**config.mk**
```make
export PLATFORM = sky130hd
export DESIGN_NAME = spi_eep_responder_flat
export DESIGN_NICKNAME = d
export VERILOG_FILES = /design/src/rtl/spi_eep_responder_if.sv /design/src/rtl/spi_eep_responder.sv /design/src/flat_wrapper.sv
export SDC_FILE = /design/constraint.sdc
export NUM_CORES = 1
export LEC_CHECK = 0
export ABC_CLOCK_PERIOD_IN_PS = 3450
export CORE_UTILIZATION = 25
export CTS_BUF_LIST = sky130_fd_sc_hd__clkbuf_8
export CTS_CLUSTER_DIAMETER = 100
export DETAILED_ROUTE_END_ITERATION = 8
export PLACE_DENSITY_LB_ADDON = 0.2
export SLEW_MARGIN = 20
export SYNTH_ARGS = -nofsm -noshare
export SYNTH_HDL_FRONTEND = slang
export SYNTH_SLANG_ARGS = --single-unit
```
**constraint.sdc**
```tcl
create_clock -name clk -period 3.45 [get_ports clk]
set_clock_uncertainty 0.15 [all_clocks]
set_input_delay 0.345 -clock clk [delete_from_list [all_inputs] [get_ports clk]]
set_output_delay 0.345 -clock clk [all_outputs]
set_load 0.005 [all_outputs]
```
**src/rtl/spi_eep_responder_if.sv**
```systemverilog
// SPI bus bundle shared by the DSO SPI master and the calibration EEPROM responder.
interface spi_eep_responder_if;
    logic SS_n;
    logic SCLK;
    logic MOSI;
    logic MISO;

    modport master (output SS_n, output SCLK, output MOSI, input MISO);
    modport slave  (input SS_n, input SCLK, input MOSI, output MISO);
endinterface

```
**src/rtl/spi_eep_responder.sv**
```systemverilog
// SPI mode-0 slave modelling the 64x8 calibration EEPROM: 16-bit write/read frames.
// Define MISO_TRISTATE_EN to float MISO when deselected; otherwise MISO is forced low.
module spi_eep_responder #(
    parameter int ADDR_W     = 6,
    parameter int DATA_W     = 8,
    parameter int FRAME_BITS = 16
) (
    input  logic               clk,
    input  logic               rst_n,
    spi_eep_responder_if.slave spi,
    output logic               wrt_done,
    output logic               rd_done,
    output logic               frame_err
);
    localparam int DEPTH = 2**ADDR_W;
    localparam int CNT_W = $clog2(FRAME_BITS + 2);

    typedef enum logic [1:0] {IDLE, SHIFT, COMMIT} state_e;

    logic [2:0] ss_q, sclk_q, fill_q;
    logic [1:0] mosi_q;
    logic       sync_ok, ss_lvl, ss_rise, sclk_rise, sclk_fall, mosi_s;

    // fill_q marks when the whole sync chain holds sampled data rather than reset values,
    // so a select held low across reset release never looks like a fresh falling edge.
    always_ff @(posedge clk or negedge rst_n) begin
        if (!rst_n) begin
            ss_q   <= '1;
            sclk_q <= '0;
            mosi_q <= '0;
            fill_q <= '0;
        end else begin
            ss_q   <= {ss_q[1:0], spi.SS_n};
            sclk_q <= {sclk_q[1:0], spi.SCLK};
            mosi_q <= {mosi_q[0], spi.MOSI};
            fill_q <= {fill_q[1:0], 1'b1};
        end
    end

    assign sync_ok   = fill_q[2];
    assign ss_lvl    = ss_q[1];
    assign ss_rise   = sync_ok & ss_q[1] & ~ss_q[2];
    assign sclk_rise = sync_ok & sclk_q[1] & ~sclk_q[2];
    assign sclk_fall = sync_ok & ~sclk_q[1] & sclk_q[2];
    assign mosi_s    = mosi_q[1];

    state_e                          state_q, state_d;
    logic [FRAME_BITS-1:0]           rx_q, rx_d, tx_q, tx_d;
    logic [CNT_W-1:0]                cnt_q, cnt_d;
    logic [DATA_W-1:0]               stage_q, stage_d;
    logic                            armed_q, armed_d;
    logic                            wrt_q, wrt_d, rd_q, rd_d, err_q, err_d;
    logic                            mem_we;
    logic [DEPTH-1:0][DATA_W-1:0]    mem_q;

    logic [1:0]        op;
    logic [ADDR_W-1:0] addr;
    logic [DATA_W-1:0] wdata;
    assign op    = rx_q[FRAME_BITS-1 -: 2];
    assign addr  = rx_q[DATA_W +: ADDR_W];
    assign wdata = rx_q[DATA_W-1:0];

    always_ff @(posedge clk or negedge rst_n) begin
        if (!rst_n) begin
            state_q <= IDLE;
            rx_q    <= '0;
            tx_q    <= '0;
            cnt_q   <= '0;
            stage_q <= '0;
            armed_q <= 1'b0;
            wrt_q   <= 1'b0;
            rd_q    <= 1'b0;
            err_q   <= 1'b0;
        end else begin
            state_q <= state_d;
            rx_q    <= rx_d;
            tx_q    <= tx_d;
            cnt_q   <= cnt_d;
            stage_q <= stage_d;
            armed_q <= armed_d;
            wrt_q   <= wrt_d;
            rd_q    <= rd_d;
            err_q   <= err_d;
        end
    end

    // Start is level-based on the synchronised select once it has been seen high,
    // so a select fall that lands during COMMIT is picked up in the next IDLE cycle.
    always_comb begin
        state_d = state_q;
        rx_d    = rx_q;
        tx_d    = tx_q;
        cnt_d   = cnt_q;
        stage_d = stage_q;
        armed_d = armed_q | (sync_ok & ss_lvl);
        wrt_d   = 1'b0;
        rd_d    = 1'b0;
        err_d   = 1'b0;
        mem_we  = 1'b0;
        unique case (state_q)
            IDLE: begin
                if (armed_q && !ss_lvl) begin
                    state_d = SHIFT;
                    armed_d = 1'b0;
                    cnt_d   = '0;
                    rx_d    = '0;
                    tx_d    = FRAME_BITS'(stage_q);
                end
            end
            SHIFT: begin
                if (ss_rise) begin
                    if (cnt_q == CNT_W'(FRAME_BITS)) begin
                        state_d = COMMIT;
                    end else begin
                        err_d   = 1'b1;
                        rx_d    = '0;
                        state_d = IDLE;
                    end
                end else begin
                    if (sclk_rise) begin
                        rx_d = {rx_q[FRAME_BITS-2:0], mosi_s};
                        if (cnt_q != CNT_W'(FRAME_BITS + 1))
                            cnt_d = cnt_q + CNT_W'(1);
                    end
                    if (sclk_fall)
                        tx_d = {tx_q[FRAME_BITS-2:0], 1'b0};
                end
            end
            COMMIT: begin
                state_d = IDLE;
                case (op)
                    2'b01: begin
                        mem_we  = 1'b1;
                        wrt_d   = 1'b1;
                        tx_d    = '0;
                        stage_d = '0;
                    end
                    2'b00: begin
                        rd_d    = 1'b1;
                        tx_d    = FRAME_BITS'(mem_q[addr]);
                        stage_d = mem_q[addr];
                    end
                    default: begin
                        tx_d    = '0;
                        stage_d = '0;
                    end
                endcase
            end
            default: state_d = IDLE;
        endcase
    end

    always_ff @(posedge clk or negedge rst_n) begin
        if (!rst_n)
            mem_q <= '0;
        else if (mem_we)
            mem_q[addr] <= wdata;
    end

    assign wrt_done  = wrt_q;
    assign rd_done   = rd_q;
    assign frame_err = err_q;

`ifdef MISO_TRISTATE_EN
    assign spi.MISO = (!rst_n || ss_lvl) ? 1'bz : tx_q[FRAME_BITS-1];
`else
    assign spi.MISO = (rst_n && !ss_lvl) ? tx_q[FRAME_BITS-1] : 1'b0;
`endif
endmodule

```
**src/flat_wrapper.sv**
```systemverilog
// flat-port wrapper written by rule: the top's interface ports become plain ports
module spi_eep_responder_flat 
#(
    parameter int ADDR_W     = 6,
    parameter int DATA_W     = 8,
    parameter int FRAME_BITS = 16
)
  (clk, rst_n, wrt_done, rd_done, frame_err, spi_SS_n, spi_SCLK, spi_MOSI, spi_MISO);
  spi_eep_responder_if spi_i ();
  input  logic clk;
  input  logic rst_n;
  output logic wrt_done;
  output logic rd_done;
  output logic frame_err;
  input wire logic [$bits(spi_i.SS_n)-1:0] spi_SS_n;
  input wire logic [$bits(spi_i.SCLK)-1:0] spi_SCLK;
  input wire logic [$bits(spi_i.MOSI)-1:0] spi_MOSI;
  output wire logic [$bits(spi_i.MISO)-1:0] spi_MISO;
  assign spi_i.SS_n = spi_SS_n;
  assign spi_i.SCLK = spi_SCLK;
  assign spi_i.MOSI = spi_MOSI;
  assign spi_MISO = spi_i.MISO;
  spi_eep_responder #(.ADDR_W(ADDR_W), .DATA_W(DATA_W), .FRAME_BITS(FRAME_BITS)) u_core (.clk(clk), .rst_n(rst_n), .spi(spi_i), .wrt_done(wrt_done), .rd_done(rd_done), .frame_err(frame_err));
endmodule
```
# --- Word level (Yosys, flattened, before mapping) ---
# Cells that the tools add are included.
word_totals:
  elab_cells: 150
  out_inout_bits: 4
  reg_bits: 574
classes:
  addsub: 1
  eq_ne: 13
  mux: 35
  n_reduce_logical: 12
  bitwise: 10
  magnitude_cmp: 2
ops:
  columns: ["cell", "n"]
  rows:
  - ["512-bit bitwise mux", 1]
  - ["16-bit 2-to-1 mux", 7]
  - ["8-bit binary-select mux with 6-bit select", 1]
  - ["8-bit demux with 6-bit select", 1]
  - ["16-bit case mux with 3 select lines", 1]
  - ["8-bit 2-to-1 mux", 4]
  - ["16-bit case mux with 2 select lines", 1]
  - ["5-bit 2-to-1 mux", 4]
  - ["1-bit 2-to-1 mux", 10]
  - ["2-bit by 1-bit != test with 1-bit output, second input constant", 5]
  - ["5-bit case mux with 2 select lines", 1]
  - ["4-bit AND reduction", 2]
  - ["6-bit by 7-bit less-than comparator with 1-bit output, second input constant", 1]
  - ["1-bit bitwise AND", 6]
  - ["6-bit by 1-bit >= comparator with 1-bit output, second input constant", 1]
  - ["2-bit 2-to-1 mux", 3]
  - ["5-bit by 1-bit adder with 5-bit output, second input constant", 1]
  - ["5-bit == test, second input constant", 1]
  - ["5-bit != test, second input constant", 1]
  - ["5-bit AND reduction", 1]
  - ["2-bit by 1-bit == test with 1-bit output, second input constant", 2]
  - ["2-bit logical NOT", 2]
  - ["2-bit case mux with 2 select lines", 1]
  - ["1-bit logical AND", 3]
  - ["other kinds (10)", 12]

# --- Logic depth before layout (Yosys ltp) ---
# Gate-level depths: netlist (run 1).
logic_depth:
  ltp_word: 6
  depth_mapped: 10
  depth_no_buf: 8

# --- Worst setup path before layout (run 1) ---
# Ideal clock, no wire load.
synth_timing:
  path_type: "register to register"
  start: "register u_core.state_q[1]"
  end: "register u_core.tx_q[1]"
  setup_time_ns: 0.088
  stages_incl_launch_ff: 9
  n_path_buf: 2
  setup_slack_ns: 1.100
  synth_period_minus_slack_ns: 2.350
  required_ns: 3.212
  arrival_time_ns: 2.111
  cell_sequence: "dfrtp_1 > inv_1 > ha_1 > and4b_1 > or4_4 > buf_6 > or3_1 > buf_6 > o221ai_2"
synth_via:
  elab_chain_len: 3
  elab_cells_between_ends: 9
synth_lines:
  columns: ["item", "line", "rtl"]
  rows:
  - ["start, declared", "spi_eep_responder.sv:47", "state_e state_q, state_d;"]
  - ["start signal, assigned", "spi_eep_responder.sv:75", "state_q <= state_d;"]
  - ["2-bit by 1-bit == test with 1-bit output (tied with other cells)", "spi_eep_responder.sv:100", "unique case (state_q)"]
  - ["2-bit by 1-bit != test with 1-bit output (no line) (tied with other cells)", null, null]
  - ["4-bit AND reduction (no line)", null, null]
  - ["end signal, assigned", "spi_eep_responder.sv:77", "tx_q <= tx_d;"]
  - ["end, declared", "spi_eep_responder.sv:48", "logic [FRAME_BITS-1:0] rx_q, rx_d, tx_q, tx_d;"]
# Parallel ways exist; a longest one is shown, timed or not.
# A chain may end at the register's enable or synchronous reset.

# --- Final worst setup path (run 1) ---
layout_timing:
  start: "register u_core.rx_q[9]"
  end: "register u_core.tx_q[2]"
layout_via:
  elab_chain_len: 4
layout_lines:
  columns: ["item", "line", "rtl"]
  rows:
  - ["start, declared", "spi_eep_responder.sv:48", null]
  - ["start signal, assigned", "spi_eep_responder.sv:76", "rx_q <= rx_d;"]
  - ["8-bit binary-select mux with 6-bit select", "spi_eep_responder.sv:140", "tx_d = FRAME_BITS'(mem_q[addr]);"]
  - ["8-bit 2-to-1 mux (not written as such)", "spi_eep_responder.sv:140", null]
  - ["8-bit 2-to-1 mux", "spi_eep_responder.sv:131", "case (op)"]
  - ["16-bit case mux with 3 select lines", "spi_eep_responder.sv:100", null]
# Every way passes these cells. The select of a mux whose other input is x is not followed.

==> results of run 1 <==
## through the flow
step / hold WS (ns) / cells / utilization, % / total power [mW]
after floorplan: -0.101 / 2033 / - / 7.32
after global placement: 0.0999 / 3381 / 27.2 / 7.72
after detailed placement: 0.104 / 3381 / 27.2 / 7.74
after CTS: 0.198 / 3580 / 29.4 / 14.7
after global routing: 0.201 / 3582 / 29.4 / 15.1
final: 0.185 / 3584 / 29.4 / 14.5
## area by class of cell
class,instances,area (µm²)
Timing Repair Buffer,124,1090
Inverter,55,206
Clock buffer,139,1910
Multi-Input combinational cell,1242,11200
Tap cell,1391,1740
Sequential cell,574,14400
Fill cell,10641,74300
Clock inverter,55,362
Antenna cell,4,10.0
## final timing paths
path	from	endpoint	slack [ns]	cells past startpoint
min reg2reg	u_core.fill_q[0]	u_core.fill_q[1]	0.18	0
max reg2reg	u_core.rx_q[9]	u_core.tx_q[2]	0.11	9
min	u_core.fill_q[0]	u_core.fill_q[1]	0.18	0
max	u_core.rx_q[9]	u_core.tx_q[2]	0.11	9
min in group asynchronous	rst_n	u_core.mem_q[6]	0.26	3
max in group asynchronous	rst_n	u_core.rx_q[0]	1.71	4
## layer usage
| metal | part of all wire, % | vias to the layer above | global-route usage, % |
|---|---|---|---|
| li1 | - | 7633 | - |
| met1 | 47 | 9033 | 20.3 |
| met2 | 47 | 262 | 24.2 |
| met3 | 3.2 | 121 | 2.17 |
| met4 | 2.3 | 2 | 4.72 |
| met5 | 0.016 | - | 0 |
## timing repair
action / 4_1_cts / 5_1_grt
endpoints found under the hold margin: 413 / 0
setup endpoints to repair: 0 / 0
hold buffers: 5 / 0
## state kept, by name, indices dropped and copies added (netlist names), 2 cells and up
signal / cells
u_core.mem_q: 512
u_core.rx_q: 16
u_core.tx_q: 16
u_core.stage_q: 8
u_core.cnt_q: 5
u_core.fill_q: 3
u_core.sclk_q: 3
u_core.ss_q: 3
u_core.mosi_q: 2
u_core.state_q: 2
## cell families (layout without fill, tap and decap cells)
kind of cell | Yosys count | in the layout
simple gates | 266 | 266
buf+inv | 217 | 373
mux | 645 | 645
flops | 574 | 574
other cells | 1 | 5
compound gates | 320 | 320
fa+ha+maj | 7 | 7
xor+xnor | 3 | 3
## synth_stat cells, drive strengths merged (21+ instances only)
| master | n |
|---|---|
| dfrtp | 571 |
| o21ai | 48 |
| mux2 | 514 |
| nor2 | 61 |
| o31ai | 21 |
| inv | 54 |
| buf | 69 |
| a221oi | 56 |
| o32ai | 40 |
| o22ai | 50 |
| mux2i | 125 |
| clkbuf | 93 |
| nand2 | 142 |
## power by group
part,total [mW],switching (mW),internal (mW)
sequential,6.93,0.155,6.77
combinational,0.676,0.525,0.152
clock,6.87,3.02,3.84
total,14.5,3.70,10.8
==> results by group, run 1 <==
Run status
  • Status: finished clean

Placed design
  • IO buf count: 8
  • Setup WS pre-CTS: 0.131 ns
  • GPL Wtd Cong: 0.799
  • Placed Area: 0.0286 mm²
  • Post-DP HPWL: 50200 µm

Timing
  • RSZ-0062 raised after global routing: false
  • Final period util: 96.8%
  • Fmax: 0.299 GHz
  • Pins Over Slew Limit: 0
  • Slew @ Worst Pin: 1.10 ns
  • Hold Vio Cnt, Final: 0
  • Setup tns final: 0 ns
  • Final Critical Period: 3.34 ns
  • Rel. slew slack: 26.5%
  • Final worst setup slack: 0.111 ns
  • Final setup viols: 0

Global routing
  • Overall Global Routing Usage: 14.9%
  • Total grt overflow: 0
  • Initial antenna violation count: 4
  • Vias in the first global route: 18209
  • First-pass GRT wire length: 121000 µm
  • Pin count of the biggest net entering global routing: 135

Synthesis
  • EDFF count, synth: 0
  • Yosys top cell by area: dfrtp_1
  • Sequential share of the synthesized area: 54.1%
  • Compound-Gate Fraction of Synth Area: 9.20%
  • Top post-synthesis cells by area: dfrtp_1, mux2_2, mux2i_1, a221oi_1, nand2_1
  • Synth async-reset ratio: 100%
  • Synthesized area: 0.0265 mm²
  • #FFs+latches synth: 574
  • Synth cell types: 71
  • Largest family of logic cells by synthesized area: multiplexers
  • Simple-gate portion of the synthesized area: 5.56%
  • Mean Syn Cell Area: 13.1 µm²
  • Yosys top cell area share: 53.9%
  • Synth Flop Type: dfrtp_1
  • Cells after synthesis: 2033
  • Adder-cell share of the synthesized area: 0.330%
  • Multiplexer area fraction after synthesis: 27.0%
  • Yosys warnings: 0
  • Syn Nets: 2045
  • XOR/XNOR Fraction of Synth Area: 0.0990%

Critical path
  • Critical path's most frequent cell: buf_4
  • Buf+Inv Stages, Crit Path: 3
  • Critical Path Max Stage Delay: 0.61 ns
  • Worst Setup Path Type: register to register
  • WP data required: 3.90 ns
  • CP endpoint kind: register
  • CP top delay family: compound AO/OA/AOI/OAI gates
  • Cell Chain, Critical Path: buf_4 -> nor2_4 -> buf_4 -> buf_4 -> a221o_1 -> a21oi_1 -> o2111ai_1 -> and4bb_1 -> o221ai_2
  • Arr. time, crit path: 3.79 ns
  • Crit path max fanout: 26
  • Startpoint Class: register
  • Critical Path Slowest Stage Cell: dfrtp_2

Clock network
  • Setup Buffers After CTS: 0
  • Clock-pin transition on the worst setup and hold timing paths: 0.06 ns
  • H-Tree Depth: 3
  • CTS buffer count: 106
  • CTS root buffer: clkbuf_8
  • Worst skew pair latency: 0.73 ns
  • CTS tree: done
  • Max Root-Sink Buffers: 3
  • CTS sink count: 574
  • # resized after CTS: 0

Final layout
  • Nets: 2115
  • Area delta synth->final: 16.6%
  • Commonest non-fill, non-tap cell in the layout: dfrtp_1
  • Most frequent cells in the layout: dfrtp_1, mux2_2, clkbuf_8
  • Finished Cell Area: 0.0309 mm²
  • Fraction of layout cells with a size suffix above 1: 39.8%

Pwr
  • Pwr per Cell Area: 468 mW/mm²
  • VDD IR max: 0.270 mV
  • Leakage: 13.8 nW

Floorplan
  • Chip height: 328 µm
  • CORE AREA: 0.105 mm²
  • # IOs: 9
  • Initial Util: 25.2%
  • Row count: 119
  • Total Die Area: 0.107 mm²
  • Die width: 328 µm

Drt
  • Via-to-Cell Ratio: 4.76
  • 1st-iter DRT viols: 943
  • Post-route ant nets: 0
  • DRC: 0
  • Final Routed Wirelength: 79100 µm
  • DR pass1 iterations: 5
  • Via count: 17051
  • Routed len/inst: 22.1 µm

Hold path
  • Hold crit path type: register to register

Job
  • Maximum capacitance violations: 0
No activity file was read; power rests on OpenSTA's default activity.
==> run 2, diff against run 1 <==
--- a/config.mk
+++ b/config.mk
@@ -6,7 +6,7 @@
 export NUM_CORES = 1
 export LEC_CHECK = 0
 export ABC_CLOCK_PERIOD_IN_PS = 3450
-export CORE_UTILIZATION = 25
+export CORE_UTILIZATION = 60
 export CTS_BUF_LIST = sky130_fd_sc_hd__clkbuf_8
 export CTS_CLUSTER_DIAMETER = 100
 export DETAILED_ROUTE_END_ITERATION = 8
==> run 2 against run 1 <==
Net effect:
- combinational power down 2%
- flip-flop and latch count unchanged
- count of clock-buffer cells in the layout down 16
- hold slack worse by 0.15 ns
- largest power group unchanged
- highest routed layer is now met4
==> results by group, run 2 (synthesized netlist as in run 1, its figures left out) <==
Global routing
  • Vias in the first global route: 17642 (was 18209)
  • Pin count of the biggest net entering global routing: 188 (was 135)
  • First-pass GRT wire length: 105000 µm (was 121000 µm)
  • Initial antenna violation count: 1 (was 4)
  • Total grt overflow: 0 (unchanged)
  • Overall Global Routing Usage: 30.8% (was 14.9%)

Hold path
  • Hold crit path type: input port to async pin (was register to register)

Floorplan
  • Total Die Area: 0.0451 mm² (was 0.107 mm²)
  • Row count: 76 (was 119)
  • # IOs: 9 (unchanged)
  • Initial Util: 61.2% (was 25.2%)
  • Die width: 212 µm (was 328 µm)
  • CORE AREA: 0.0434 mm² (was 0.105 mm²)
  • Chip height: 212 µm (was 328 µm)

Clock network
  • Setup Buffers After CTS: 0 (unchanged)
  • Clock-pin transition on the worst setup and hold timing paths: 0.07 ns (was 0.06 ns)
  • CTS buffer count: 93 (was 106)
  • CTS tree: done (unchanged)
  • H-Tree Depth: 3 (unchanged)
  • Max Root-Sink Buffers: 3 (unchanged)
  • CTS root buffer: clkbuf_8 (unchanged)
  • # resized after CTS: 0 (unchanged)
  • Worst skew pair latency: 0.68 ns (was 0.73 ns)
  • CTS sink count: 574 (unchanged)

Final layout
  • Fraction of layout cells with a size suffix above 1: 37.1% (was 39.8%)
  • Largest regs: u_core.mem_q x512, u_core.rx_q x16, u_core.tx_q x16 (unchanged)
  • Largest Register: u_core.mem_q (unchanged)
  • Commonest non-fill, non-tap cell in the layout: dfrtp_1 (unchanged)
  • Max FFs per register: 512 (unchanged)
  • Area delta synth->final: 10.2% (was 16.6%)
  • Finished Cell Area: 0.0292 mm² (was 0.0309 mm²)
  • # diodes: 0 (was 4)
  • Area of the multi-input gates: 0.0112 mm² (unchanged)
  • Non-Filler Instances: 2698 (was 3584)
  • Reg area: 0.0144 mm² (about the same)
  • Nets: 2049 (was 2115)
  • FILL cells: 3216 (was 10641)
  • Most frequent cells in the layout: dfrtp_1, mux2_2, nand2_1 (was dfrtp_1, mux2_2, clkbuf_8)

Timing
  • Pins Over Slew Limit: 0 (unchanged)
  • Rel. slew slack: 27.3% (was 26.5%)
  • RSZ-0062 raised after global routing: false (unchanged)
  • Slew @ Worst Pin: 1.09 ns (was 1.10 ns)
  • Hold Vio Cnt, Final: 0 (unchanged)
  • Final setup viols: 0 (unchanged)
  • Fmax: 0.297 GHz (was 0.299 GHz)
  • Setup tns final: 0 ns (unchanged)
  • Final Critical Period: 3.37 ns (was 3.34 ns)
  • Final period util: 97.6% (was 96.8%)

Pwr
  • Leakage: 13.4 nW (was 13.8 nW)
  • Pwr per Cell Area: 471 mW/mm² (was 468 mW/mm²)
  • Power consumption: 13.8 mW (was 14.5 mW)
  • VDD IR max: 0.415 mV (was 0.270 mV)

Drt
  • Post-route ant nets: 0 (unchanged)
  • Routed len/inst: 24.9 µm (was 22.1 µm)
  • DR pass1 iterations: 8 (was 5)
  • Via count: 17359 (was 17051)
  • Via-to-Cell Ratio: 6.43 (was 4.76)
  • Final Routed Wirelength: 67300 µm (was 79100 µm)
  • DRC: 0 (unchanged)
  • 1st-iter DRT viols: 1451 (was 943)

Critical path
  • Crit. Startpoint: u_core.rx_q[9] (unchanged)
  • Worst Setup Path Type: register to register (unchanged)
  • Crit path max fanout: 13 (was 26)
  • WP data required: 3.85 ns (was 3.90 ns)
  • Reg-to-Reg Start: u_core.rx_q[9] (unchanged)
  • Arr. time, crit path: 3.76 ns (was 3.79 ns)
  • CP endpoint kind: register (unchanged)
  • Startpoint Class: register (unchanged)

Placed design
  • IO buf count: 8 (unchanged)
  • GPL Wtd Cong: 0.912 (was 0.799)
  • Placed Area: 0.0272 mm² (was 0.0286 mm²)
  • Placed insts: 2523 (was 3381)
  • Post-DP HPWL: 42200 µm (was 50200 µm)

Job
  • Maximum capacitance violations: 0 (unchanged)

Run status
  • Status: finished clean (unchanged)
-- run 2: worst paths after layout --
path,end,slack [ns],depth (start not counted)
worst max-delay path,u_core.tx_q[3],0.08,8
worst min-delay path,u_core.cnt_q[1],0.03,2
worst max register to register,u_core.tx_q[3],0.08,8
worst min register to register,u_core.fill_q[2],0.19,0
max in group asynchronous,u_core.mem_q[203],1.69,3
min in group clk,u_core.fill_q[2],0.19,0
-- run 2: repair_timing --
action                     CTS  global route
hold endpoints to repair    69             0
hold buffers                 4             0
setup endpoints to repair    0             0
-- run 2: cell type report --
type                            instances  share of cell area (%)
Multi-Input combinational cell       1242                    38.4
Clock buffer                          123                    5.79
Tap cell                              585                    2.50
Timing Repair Buffer                   71                    2.37
Inverter                               55                   0.706
Sequential cell                       574                    49.2
Clock inverter                         48                    1.05
-- run 2: layer usage --
metal / global-route usage, % / routed length, µm
met1: 43.4 / 29100
met2: 48.2 / 31900
met3: 5.11 / 4010
met4: 11.9 / 2230
met5: 0 / 0
-- run 2: worst max-delay path, stage by stage (launching register included) --
cell and delay, ns:
dfrtp_1 0.53, buf_4 0.26, nand2b_1 0.56, buf_4 0.30, o32ai_1 0.11, o31ai_1 0.45, o2111ai_1 0.30, and4bb_1 0.43
o221ai_2 0.12
-- run 2: where the power goes --
group | internal [mW] | total [mW] | switching (mW)
logic | 0.133 | 0.660 | 0.526
registers | 6.77 | 6.90 | 0.130
clock network | 3.48 | 6.20 | 2.73
-- run 2: through the flow --
step           worst slack [ns]  hold slack [ns]  utilization, %
6_report                 0.0844           0.0320            67.4
3_3_place_gp              0.194            0.149            62.7
4_1_cts                   0.157           0.0192            67.4
3_5_place_dp              0.180            0.155            62.7
5_1_grt                  0.0748           0.0416            67.4
2_1_floorplan              1.10           -0.101               -
==> run 3, diff against run 2 <==
--- a/config.mk
+++ b/config.mk
@@ -5,11 +5,13 @@
 export SDC_FILE = /design/constraint.sdc
 export NUM_CORES = 1
 export LEC_CHECK = 0
-export ABC_CLOCK_PERIOD_IN_PS = 3450
+export ABC_CLOCK_PERIOD_IN_PS = 3400
 export CORE_UTILIZATION = 60
 export CTS_BUF_LIST = sky130_fd_sc_hd__clkbuf_8
 export CTS_CLUSTER_DIAMETER = 100
 export DETAILED_ROUTE_END_ITERATION = 8
+export DONT_BUFFER_PORTS = 1
+export GPL_TIMING_DRIVEN = 0
 export PLACE_DENSITY_LB_ADDON = 0.2
 export SLEW_MARGIN = 20
 export SYNTH_ARGS = -nofsm -noshare
==> constraint.sdc (replaced) <==
create_clock -name clk -period 3.4 [get_ports clk]
set_clock_uncertainty 0.15 [all_clocks]
set_input_delay 0.34 -clock clk [delete_from_list [all_inputs] [get_ports clk]]
set_output_delay 0.34 -clock clk [all_outputs]
set_load 0.005 [all_outputs]
==> run 3 against run 2 <==
Net effect:
- the run now ends with hold timing, slew limit left
- hold slack got worse by 0.82 ns
- worst setup slack lost 0.082 ns
- die area unchanged
- non-clock buffer count rose by 93
- total power decreased by 1.9%
- utilization shrank 0.23 points
- largest cell class unchanged
==> results by group, run 3 (synthesized netlist as in run 1, its figures left out) <==
Run status
  • Status: complete, but fails checks (was finished clean)
  • Failing checks: hold timing, slew limit

Placed design
  • Post-DP HPWL: 57200 µm (was 42200 µm)
  • Placed insts: 2618 (was 2523)
  • Setup WS pre-CTS: -0.215 ns (was 0.180 ns)
  • GPL Wtd Cong: 1.05 (was 0.912)
  • IO buf count: 0 (was 8)

Final layout
  • Largest Register: u_core.mem_q (unchanged)
  • Max FFs per register: 512 (unchanged)
  • Non-Filler Instances: 2786 (was 2698)
  • Area delta synth->final: 9.84% (was 10.2%)
  • Largest regs: u_core.mem_q x512, u_core.rx_q x16, u_core.tx_q x16 (unchanged)
  • Commonest non-fill, non-tap cell in the layout: dfrtp_1 (unchanged)
  • Final core occ: 67.2% (was 67.4%)
  • Fraction of layout cells with a size suffix above 1: 34.9% (was 37.1%)
  • Nets: 2142 (was 2049)
  • Most frequent cells in the layout: dfrtp_1, mux2_2, nand2_1 (unchanged)

Pwr
  • Leakage: 13.4 nW (about the same)
  • VDD IR max: 0.351 mV (was 0.415 mV)
  • Pwr per Cell Area: 463 mW/mm² (was 471 mW/mm²)

Timing
  • Worst hold slack: -0.790 ns (was 0.0320 ns)
  • Pins Over Slew Limit: 110 (was 0)
  • Slew @ Worst Pin: 1.74 ns (was 1.09 ns)
  • Final worst setup slack: 0.00236 ns (was 0.0844 ns)
  • Final period util: 99.9% (was 97.6%)
  • Hold Vio Cnt, Final: 574 (was 0)
  • Fmax: 0.294 GHz (was 0.297 GHz)
  • Rel. slew slack: -16.1% (was 27.3%)
  • Final Critical Period: 3.40 ns (was 3.37 ns)
  • Final setup viols: 0 (unchanged)

Drt
  • Via count: 18576 (was 17359)
  • DR pass1 iterations: 5 (was 8)
  • Post-route ant nets: 0 (unchanged)
  • Routed len/inst: 30.3 µm (was 24.9 µm)
  • Final Routed Wirelength: 84500 µm (was 67300 µm)
  • DRC: 0 (unchanged)
  • 1st-iter DRT viols: 2347 (was 1451)
  • Via-to-Cell Ratio: 6.67 (was 6.43)

Clock network
  • CTS sink count: 574 (unchanged)
  • CTS tree: done (unchanged)
  • Max Root-Sink Buffers: 3 (unchanged)
  • Cts hold-fix bufs: 3 (was 4)
  • Worst skew pair latency: 0.70 ns (was 0.68 ns)
  • CTS root buffer: clkbuf_8 (unchanged)
  • CTS buffer count: 93 (unchanged)
  • H-Tree Depth: 3 (unchanged)
  • Clock-pin transition on the worst setup and hold timing paths: 0.06 ns (was 0.07 ns)

Critical path
  • CP endpoint kind: register (unchanged)
  • Worst Setup Path Type: register to register (unchanged)
  • Startpoint Class: register (unchanged)
  • Arr. time, crit path: 3.79 ns (was 3.76 ns)
  • WP data required: 3.79 ns (was 3.85 ns)
  • Crit path max fanout: 10 (was 13)

Floorplan
  • # IOs: 9 (unchanged)
  • Total Die Area: 0.0451 mm² (unchanged)
  • CORE AREA: 0.0434 mm² (unchanged)
  • Die width: 212 µm (unchanged)
  • Initial Util: 61.2% (unchanged)
  • Row count: 76 (unchanged)
  • Chip height: 212 µm (unchanged)

Hold path
  • Hold crit path type: input port to async pin (unchanged)

Job
  • Maximum capacitance violations: 0 (unchanged)

Global routing
  • Total grt overflow: 0 (unchanged)
  • Vias in the first global route: 18958 (was 17642)
  • Initial antenna violation count: 5 (was 1)
  • First-pass GRT wire length: 125000 µm (was 105000 µm)
  • Overall Global Routing Usage: 39.0% (was 30.8%)
  • Pin count of the biggest net entering global routing: 576 (was 188)
[run 3: worst paths after layout]
| path | end | start | cells past startpoint | slack, ns |
|---|---|---|---|---|
| max in group asynchronous | u_core.mem_q[433] | rst_n | 0 | 2.50 |
| worst max-delay path | u_core.mem_q[129] | u_core.state_q[0] | 8 | 0.002 |
| worst max register to register | u_core.mem_q[129] | u_core.state_q[0] | 8 | 0.002 |
| worst min-delay path | u_core.cnt_q[2] | rst_n | 0 | -0.79 |
| worst min register to register | u_core.fill_q[1] | u_core.fill_q[0] | 0 | 0.20 |
| min in group clk | u_core.ss_q[0] | spi_SS_n | 1 | 0.04 |
[run 3: worst max-delay path, stage by stage (launching register included)]
cell	delay (ns)
dfrtp_1	0.41
inv_1	0.10
ha_1	0.16
inv_2	0.10
nor3b_2	0.55
nand2_1	0.33
nor3_4	0.71
nand2_2	0.36
mux2_1	0.39
[run 3: timing repair]
action                                 CTS  global route
endpoints found under the hold margin  577           574
cloned                                   0             0
setup buffers                            0             0
setup endpoints to repair                8            41
resized for setup                        5            14
[run 3: metal layers]
layer  up-vias  GRT usage [%]  share of wire, %  routed length (µm)
met4         4           19.8               5.4                4560
met5         -           1.89              0.14                 122
li1       7663              -                 -                   -
met2       953           58.5                45               37900
met3       265           11.4               9.8                8320
met1      9691           51.4                40               33600
[run 3: area by class of cell]
type,count,area [µm²]
Inverter,55,206
Timing Repair Buffer,3,30.0
Tap cell,585,732
Clock inverter,46,181
Fill cell,3261,14200
Multi-Input combinational cell,1242,11200
Antenna cell,1,2.50
Clock buffer,119,1640
Sequential cell,574,14400
Buffer,161,754
[run 3: stage by stage]
stage               cell area, µm²  TNS [ns]  total power, mW
finish                       29100         0             13.5
global route                 29100  -0.00204             13.9
CTS                          29100         0             13.5
detailed placement           27300     -1.15             7.75
global placement             27300    -0.813             7.73
floorplan                    26500         0             7.43
[run 3: report_power, final]
part           total, mW  switching [mW]  internal (mW)
sequential          6.91          0.0339           6.87
combinational      0.750           0.607          0.144
clock               5.85            2.73           3.11
total               13.5            3.38           10.1
